## src/rtl/mul_pkg.sv

```systemverilog
// Shared types and constants for the sequential shift-and-add multiplier.
// The state encoding is fixed at two bits with IDLE at zero.
package mul_pkg;

   localparam int MUL_W     = 16;
   localparam int MUL_STEPS = 16;
   localparam int CNT_W     = 4;

   typedef enum logic [1:0] {
      IDLE = 2'd0,
      RUN  = 2'd1,
      FIX  = 2'd2,
      DONE = 2'd3
   } mul_state_t;

endpackage

```

## src/rtl/mul_seq_ctrl.sv

```systemverilog
// Sequential 16-step shift-and-add multiplier with one-cycle sign fix-up.
// The result is held on res_lo/res_hi and written once to an external product register.
module mul_seq_ctrl
   import mul_pkg::*;
#(
   parameter int WIDTH = MUL_W
) (
   input  logic             clk,
   input  logic             rst,
   input  logic             start,
   input  logic [WIDTH-1:0] a,
   input  logic [WIDTH-1:0] b,
   input  logic             sgn,
   output logic             busy,
   output logic             done,
   output logic [WIDTH-1:0] res_lo,
   output logic [WIDTH-1:0] res_hi,
   output logic             mulreg_we,
   output logic [WIDTH-1:0] mulreg_d
);

   mul_state_t         state_q, state_d;
   logic [WIDTH-1:0]   mcand_q, mcand_d;
   logic [WIDTH-1:0]   mplier_q, mplier_d;
   logic [WIDTH-1:0]   acc_hi_q, acc_hi_d;
   logic [CNT_W-1:0]   cnt_q, cnt_d;
   logic               neg_q, neg_d;
   logic [2*WIDTH-1:0] res_q, res_d;

   logic [WIDTH:0]     sum;
   logic [2*WIDTH-1:0] prod;

   // Two's-complement magnitude; the most negative value maps onto itself,
   // which is still the correct unsigned magnitude.
   function automatic logic [WIDTH-1:0] magnitude(input logic [WIDTH-1:0] v,
                                                  input logic             is_signed);
      return (is_signed && v[WIDTH-1]) ? (~v + WIDTH'(1)) : v;
   endfunction

   always_comb begin
      // NOTE: every combinational output gets a default first so no path leaves it unassigned (no latch).
      state_d  = state_q;
      mcand_d  = mcand_q;
      mplier_d = mplier_q;
      acc_hi_d = acc_hi_q;
      cnt_d    = cnt_q;
      neg_d    = neg_q;
      res_d    = res_q;
      sum      = '0;
      prod     = '0;

      case (state_q)
         IDLE: begin
            if (start) begin
               mcand_d  = magnitude(a, sgn);
               mplier_d = magnitude(b, sgn);
               neg_d    = sgn & (a[WIDTH-1] ^ b[WIDTH-1]);
               acc_hi_d = '0;
               cnt_d    = '0;
               state_d  = RUN;
            end
         end

         RUN: begin
            // The multiplier register shifts out consumed bits and fills with product bits.
            sum = {1'b0, acc_hi_q} + {1'b0, (mplier_q[0] ? mcand_q : {WIDTH{1'b0}})};
            {acc_hi_d, mplier_d} = {sum, mplier_q[WIDTH-1:1]};
            cnt_d = cnt_q + CNT_W'(1);
            if (cnt_q == CNT_W'(MUL_STEPS - 1)) begin
               state_d = FIX;
            end
         end

         FIX: begin
            prod = {acc_hi_q, mplier_q};
            if (neg_q) begin
               prod = ~prod + (2*WIDTH)'(1);
            end
            res_d   = prod;
            state_d = DONE;
         end

         DONE: begin
            state_d = IDLE;
         end

         default: begin
            state_d = IDLE;
         end
      endcase
   end

   // The whole datapath is reset, not just the control state, so the held
   // result reads zero after reset and an aborted operation leaves no residue.
   always_ff @(posedge clk or negedge rst) begin
      if (!rst) begin
         state_q  <= IDLE;
         mcand_q  <= '0;
         mplier_q <= '0;
         acc_hi_q <= '0;
         cnt_q    <= '0;
         neg_q    <= 1'b0;
         res_q    <= '0;
      end else begin
         // NOTE: sequential state uses non-blocking assignments so every flop samples pre-edge values.
         state_q  <= state_d;
         mcand_q  <= mcand_d;
         mplier_q <= mplier_d;
         acc_hi_q <= acc_hi_d;
         cnt_q    <= cnt_d;
         neg_q    <= neg_d;
         res_q    <= res_d;
      end
   end

   assign busy      = (state_q != IDLE);
   assign done      = (state_q == DONE);
   assign mulreg_we = done;
   assign res_lo    = res_q[WIDTH-1:0];
   assign res_hi    = res_q[2*WIDTH-1:WIDTH];
   assign mulreg_d  = res_lo;

endmodule

```

## config.mk

```make
export PLATFORM = sky130hd
export DESIGN_NAME = mul_seq_ctrl
export DESIGN_NICKNAME = d
export VERILOG_FILES = /design/src/rtl/mul_pkg.sv /design/src/rtl/mul_seq_ctrl.sv
export SDC_FILE = /design/constraint.sdc
export NUM_CORES = 1
export LEC_CHECK = 0
export BUFFER_PORTS_ARGS = -buffer_cell sky130_fd_sc_hd__buf_2
export CORE_ASPECT_RATIO = 1.4
export CORE_MARGIN = 3
export CORE_UTILIZATION = 35
export CTS_CLUSTER_SIZE = 16
export DETAILED_ROUTE_END_ITERATION = 7
export SYNTH_ARGS = -nofsm -noshare
export SYNTH_HDL_FRONTEND = slang
export SYNTH_SLANG_ARGS = --single-unit
```

## constraint.sdc

```tcl
create_clock -name clk -period 3.11 [get_ports clk]
set_clock_uncertainty 0.15 [all_clocks]
set_input_delay 0.311 -clock clk [delete_from_list [all_inputs] [get_ports clk]]
set_output_delay 0.311 -clock clk [all_outputs]
set_load 0.01 [all_outputs]
```

==> results of run 1 <==
[critical path: stages (launching register included)]
cell	delay, ps
dfrtp_1	530
and2_1	180
ha_1	150
inv_1	50
fa_1	390
nor2b_1	190
o211ai_1	150
a21oi_1	310
a21oi_1	190
o21ai_0	200
a221o_1	170
[layer usage]
layer	track usage	share of wire
met5	0	0
met4	0.05441	0.018
met3	0.02360	0.038
met2	0.2842	0.52
met1	0.1966	0.43
[metrics by stage]
step | cell area, um^2 | util | power, mW | hold slack [ps]
after global placement | 6188 | 0.3931 | 5.400 | 231.5
after detailed placement | 6188 | 0.3931 | 5.514 | 235.3
after CTS | 6504 | 0.4131 | 6.616 | 121.7
after global routing | 6504 | 0.4131 | 7.131 | 147.0
final | 6504 | 0.4131 | 6.555 | 124.2
after floorplan | 5664 | - | 4.585 | -134.6
[flip-flops by register name, summed over array words and instances, names as in the netlist]
register  flops
state_q       2
neg_q         1
mplier_q     16
acc_hi_q     16
res_q        32
mcand_q      16
cnt_q         4
[layout by cell type (no fill, tap or decap), drive strengths merged, types with 16 or more instances in the layout]
cell type / n
a21oi: 56
ha: 24
xnor2: 34
buf: 95
and2: 17
xor2: 31
nand2: 62
dfrtp: 87
o21ai: 68
mux2: 18
nor3: 16
inv: 22
nor2: 46
[area by class of cell]
type / instances / area (um^2) / share of cell area
Sequential cell: 87 / 2177 / 0.3347
Tap cell: 196 / 245.2 / 0.03771
Timing Repair Buffer: 96 / 523.0 / 0.08042
Clock buffer: 13 / 280.3 / 0.04309
Clock inverter: 3 / 25.02 / 0.003848
Inverter: 22 / 82.58 / 0.01270
Multi-Input combinational cell: 484 / 3171 / 0.4875
[how the worst min path moves through the flow]
stage | startpoint | end | cells after the start
2_1_floorplan | rst | acc_hi_q[0]$_DFFE_PN0P_ | 0
3_3_place_gp | rst | res_q[9]$_DFFE_PN0P_ | 2
3_5_place_dp | rst | res_q[9]$_DFFE_PN0P_ | 2
4_1_cts | a[11] | mcand_q[11]$_DFFE_PN0P_ | 3
5_1_grt | a[0] | mcand_q[0]$_DFFE_PN0P_ | 3
6_report | a[11] | mcand_q[11]$_DFFE_PN0P_ | 3
[cells by family after synthesis]
| kind of cell | after synthesis |
|---|---|
| AO/OA/AOI/OAI | 182 |
| buffers and inverters | 67 |
| adder cells (fa/ha/maj) | 25 |
| multiplexers | 23 |
| XOR/XNOR | 65 |
| flip-flops | 87 |
| AND/OR/NAND/NOR | 189 |
[Yosys cell counts (2+ instances only)]
cell type | instances | area share
and3_1 | 3 | 0.0033
or3_1 | 6 | 0.0066
a22o_1 | 3 | 0.0046
buf_4 | 17 | 0.023
dfrtp_1 | 87 | 0.38
and4_1 | 2 | 0.0031
nand2b_1 | 3 | 0.0033
a22oi_1 | 11 | 0.015
o41ai_1 | 2 | 0.0031
clkbuf_1 | 26 | 0.017
o21a_1 | 3 | 0.0040
mux2i_1 | 5 | 0.0088
o31ai_1 | 9 | 0.012
a211oi_1 | 2 | 0.0026
xor2_1 | 31 | 0.048
mux2_2 | 17 | 0.034
nor3b_1 | 3 | 0.0040
o21bai_1 | 2 | 0.0026
a32o_1 | 2 | 0.0035
or2_2 | 2 | 0.0022
nand2_1 | 62 | 0.041
nor2b_1 | 3 | 0.0033
or4_1 | 6 | 0.0080
o22ai_1 | 8 | 0.0088
xnor2_1 | 34 | 0.053
nor2_1 | 46 | 0.030
nand4_1 | 2 | 0.0022
nor4_1 | 4 | 0.0044
a31oi_1 | 6 | 0.0066
a21oi_1 | 56 | 0.049
o21ai_0 | 68 | 0.060
ha_1 | 24 | 0.053
and2_1 | 17 | 0.019
o211ai_1 | 2 | 0.0026
a21o_1 | 2 | 0.0026
nand3_1 | 7 | 0.0062
nor3_1 | 15 | 0.013
inv_1 | 22 | 0.015
[power by group through the flow]
stage | Sequential [mW] | Combinational, mW | Clock, mW
4_1_cts | 2.19 | 3.32 | 1.11
3_5_place_dp | 2.21 | 3.30 | 0
6_report | 2.19 | 3.28 | 1.08
3_3_place_gp | 2.18 | 3.22 | 0
5_1_grt | 2.28 | 3.69 | 1.16
2_1_floorplan | 2.14 | 2.45 | 0
==> metrics list, run 1 <==
- The most critical setup path has its startpoint at mplier_q[0]$_DFFE_PN0P_.
- Fmax: 0.3671 GHz
- Entering global routing, the biggest net connects 88 pins.
- Largest family of logic cells by synthesized area: compound AO/OA/AOI/OAI gates
- The worst setup path is captured at a flop.
* Final Wtd Congestion: 0.8346
- Via count of the first global-routing pass: 4685
* Timing endpoint of the critical path: acc_hi_q[15]$_DFFE_PN0P_
- The number of nets handed over by synthesis was 699.
- Relative contribution of the clock network to total power: 0.165
- H-tree lvl count: 3
- CP Data Required Time: 3240 ps
- Average footprint of a synthesized cell: 8.878 um^2
* Core Box Area: 15740 um^2
* Quantity of hold-fixing buffers added after cts: 1
* Post-synthesis cell count: 638
* Async set or reset register ratio after synthesis: 1.000
* Number of DRC markers in iteration 0: 291
- Maximum buffer depth of the clock tree: 2
- Pint: 3.710 mW
- Number of primary I/O pins: 87
* Hold Crit Class: in2reg
* Measured slew at the worst slew-check pin: 971.6 ps
* Share of layout cells above drive strength 1: 0.1986
- In this run the horizontal extent of the chip is 113.5 um.
- Number of rows created at floorplan: 54
- Yosys printed 0 warnings.
- TritonRoute pass-1 iters: 4
- Of the total synthesized cell area, the portion taken by full adders, half adders and majority gates is 0.05655.
- Combinational group share of total power: 0.500
- Detailed-route vias per instance: 5.287
* Initial core utilization: 0.3598
- Setup slack on the critical path of the routed design comes to 386.1 ps.
* Die span in y: 156.5 um
- Post-DR wirelength/cell: 15.63 um
* Clock tree from TritonCTS: done
* Final global-route overflow total: 0
- The number of hold-slack violations in the final timing report is 0.
* Total number of clock tree sinks: 87
- Remaining design rule violation count: 0
- Outcome: complete, no violations
- Compared with the post-synthesis result, the final layout area differs by 14.82%.
- STA puts the critical path data arrival time at 2860 ps.
- At the end of the flow, the number of nets in the layout was 761.
- The HPWL after detailed placement is 10.76 mm.
* Layout filler cell count: 1565
- Of all nets on the critical path, the largest fanout is 9.
* Total CTS buffers: 9
- CTS clk-pin slew, worst paths: 70 ps
* Part of the cycle the worst path needs: 0.8758
* Power dissipated by switching net loads: 2.845 mW
- The post-synthesis compound-gate area fraction is 0.1878.
- Routed vias: 4764
- FF-to-FF End: acc_hi_q[15]$_DFFE_PN0P_
- In this run the remaining antenna-violating nets after routing total 0.
- Xor/xnor share of the synthesized area: 0.1005
- Setup TNS: 0 ps
* Post-synthesis share of cell area spent on and, or, nand and nor gates: 0.1685
* Portion of the post-synthesis area used by sequential elements: 0.3844
- Peak ir drop on the vdd network: 0.0004187 V
* Clk Latency, worst-skew pair: 340 ps
* Cell Pwr Density: 1008 nW/um^2
* Synthesized flop and latch total: 87
- Max_slew headroom: 0.3463
- Portion of netlist area occupied by mux cells: 0.04528
- Standby leakage power: 2.948 nW
- Area enclosed by the die boundary: 17770 um^2
- The share of total power dissipated in sequential elements is 0.335.
- Counting cells, the worst reg-to-reg path comes to 10.
- Antenna violations before repair: 0
- Number of enable flip-flop cells after synthesis: 0
- In this run the register-to-register setup slack is 390 ps.
* Number of max-slew violations in the final report: 0
- The clock period could shrink to 2724 ps.
- Cell variety after synth: 56
- Launching element type of the critical path: flop
* Netlist area before placement: 5664 um^2
* Primary FF master, synth: dfrtp_1
- Placed insts: 884
- RSZ-0062 raised after global routing: no
- GRT Overall Usage: 0.1599
- The first global-routing pass estimated 23.32 mm of wire.
* Number of non-filler instances in the completed layout: 901
- The count of buffers added on input and output ports is 86.
- Setup violations remaining at the end of the flow were counted as 0.
- Before CTS, the worst setup slack after placement is 392.4 ps.
- Wires add up to 14.08 mm.
- Post-CTS timing repair inserted 0 buffers for setup.
- CTS root buffer: clkbuf_16
- Sw Share: 0.4340
- The tool flagged a number of max-cap violations equal to 0.
- Critical path class: reg2reg
- The worst register-to-register path begins at mplier_q[0]$_DFFE_PN0P_.
- After clock tree synthesis, the repair step resized 0 gates.
* # diodes: 0
No activity file was read; power rests on OpenSTA's default activity.
==> inputs of run 2 (changes only) <==
- CORE_UTILIZATION: 35 -> 45
- PLACE_DENSITY: default -> 0.66
==> metrics list, run 2 (same netlist as run 1, synthesis figures left out) <==
- The die is 100.8 um wide.
- Total CTS buffers: 9
* Standby leakage power: 2.949 nW
* Most common library cell in the layout ignoring fill and taps: dfrtp_1
* Final-report setup violation count: 0
- Total number of clock tree sinks: 87
- The later pin in the worst-skew pair is clocked with a latency of 350 ps.
* Post-synthesis to final-layout area growth: 13.72%
- The worst setup path is launched from a flop.
* Number of violations of the max-capacitance limit: 0
- CTS root buffer: clkbuf_16
* Via count of the first global-routing pass: 4648
* Hold violation total from the final report: 1
- The run finished, with violations left.
- In this design, the stage delay of the slowest critical-path cell is 490 ps.
- In this run the core area contains 47 standard-cell rows.
- In this run, the number of DRC markers left after iteration 0 of detailed routing was 212.
- Area enclosed by the die boundary: 13990 um^2
- Final Total Pwr: 6.653 mW
- Highest fanout seen on the critical path: 9
* Post-route antenna net violation count: 0
- # resized after CTS: 0
* Fmax: 0.3634 GHz
* Final Wtd Congestion: 0.8858
* Flip-flop count of the largest register, all copies and words added: 32
- Remaining design rule violation count: 0
- Highest-delay cell along the critical path: dfrtp_1
- Initial core utilization: 0.4698
- In this run the power density over the cells is 1033 nW/um^2.
- Peak ir drop on the vdd network: 0.0005525 V
* Setup TNS: 0 ps
- Port Buf Inserts: 86
- The final reports fail on negative hold slack.
- For the worst setup path, the data arrival time is 2820 ps.
- At the end of the flow the core is filled with cells to 0.5343.
- Setup repair after global routing left no endpoint under its margin.
- Maximum buffer depth of the clock tree: 2
- Max_slew headroom: 0.2536
* Fin crit period: 2752 ps
* CTS clk-pin slew, worst paths: 70 ps
- Final hold slack: -0.3291 ps
- After detailed routing, the average wire length per cell comes to 15.78 um.
- Routed vias: 4720
- Largest register by flop count: res_q
- Dividing the final minimum period by the clock period gives 0.8848.
* Number of max-slew violations in the final report: 0
* Antenna violations before repair: 0
* Most common cell on crit path: a21oi_1
* Final global-route overflow total: 0
- Die span in y: 138.7 um
- Before CTS, the worst setup slack after placement is 394.9 ps.
- Worst path setup slack after routing: 358.4 ps
- CTS built an H-tree with a depth of 3.
- Global-route wire length before repair: 22.73 mm
- Clock tree from TritonCTS: done
- Core Box Area: 12060 um^2
- The worst setup path is captured at a flop.
- Pin count of the biggest net entering global routing: 88
* GRT Overall Usage: 0.1992
- The number of buffers and inverters on the critical path is 1.
* Crit path cell chain: and2_1, ha_1, inv_1, fa_1, nor2b_1, o211ai_1, a21oi_1, a21oi_1, o21ai_0, a221o_1
* Total Wirelength: 13.42 mm
- 87 I/O pins were placed.
* Share of layout cells above drive strength 1: 0.1963
- # diodes: 0
- Hold Crit Class: in2async
* TritonRoute pass-1 iters: 4
- In the routed layout, each cell is associated on average with a via count of 5.553.
- After legalization and detailed placement, the total HPWL measured 10.16 mm.
* Quantity of hold-fixing buffers added after cts: 0
- For the worst setup path, the data required time is 3180 ps.
- Post-layout net count: 759
* Gate family responsible for the most delay along the worst path: compound AO/OA/AOI/OAI gates
* Commonest cells after routing, fill and taps aside: dfrtp_1, buf_2, o21ai_0
- Measured slew at the worst slew-check pin: 1120 ps
* Critical path class: reg2reg
- Post-CTS timing repair inserted 0 buffers for setup.
==> run 2: power by group <==
part,switching [mW],internal (mW),total [mW]
Combinational,1.84,1.42,3.26
Clock,0.458,0.751,1.21
Sequential,0.529,1.65,2.18
==> run 2: cell type report <==
cell class	instances	area, um^2
Fill cell	1102	5614
Multi-Input combinational cell	484	3171
Sequential cell	87	2177
Timing Repair Buffer	94	493.0
Clock buffer	12	256.5
Tap cell	147	183.9
Inverter	22	82.58
Clock inverter	4	77.57
==> run 2: stage by stage <==
stage	hold slack [ps]	area (um^2)	instances
final	-0.3291	6441	850
after detailed placement	314.1	6107	834
after CTS	80.03	6441	850
after floorplan	-134.6	5664	638
after global placement	309.6	6107	834
after global routing	123.6	6441	850
==> run 2: path summary, 6_finish.rpt <==
| check | startpoint | to | slack (ps) | cells after the start |
|---|---|---|---|---|
| max reg2reg | mplier_q[0]$_DFFE_PN0P_ | acc_hi_q[15]$_DFFE_PN0P_ | 360 | 10 |
| max in group asynchronous | rst | acc_hi_q[5]$_DFFE_PN0P_ | 2050 | 1 |
| min | rst | mcand_q[9]$_DFFE_PN0P_ | -0.3 | 1 |
| max | mplier_q[0]$_DFFE_PN0P_ | acc_hi_q[15]$_DFFE_PN0P_ | 360 | 10 |
| min reg2reg | mcand_q[5]$_DFFE_PN0P_ | mcand_q[5]$_DFFE_PN0P_ | 320 | 2 |
| min in group clk | a[15] | neg_q$_DFFE_PN0P_ | 130 | 3 |
==> run 2: per-layer routing <==
metal	GRT usage	share of wire
met1	0.2648	0.44
met2	0.3245	0.49
met3	0.01963	0.040
met4	0.08943	0.023
met5	0	0
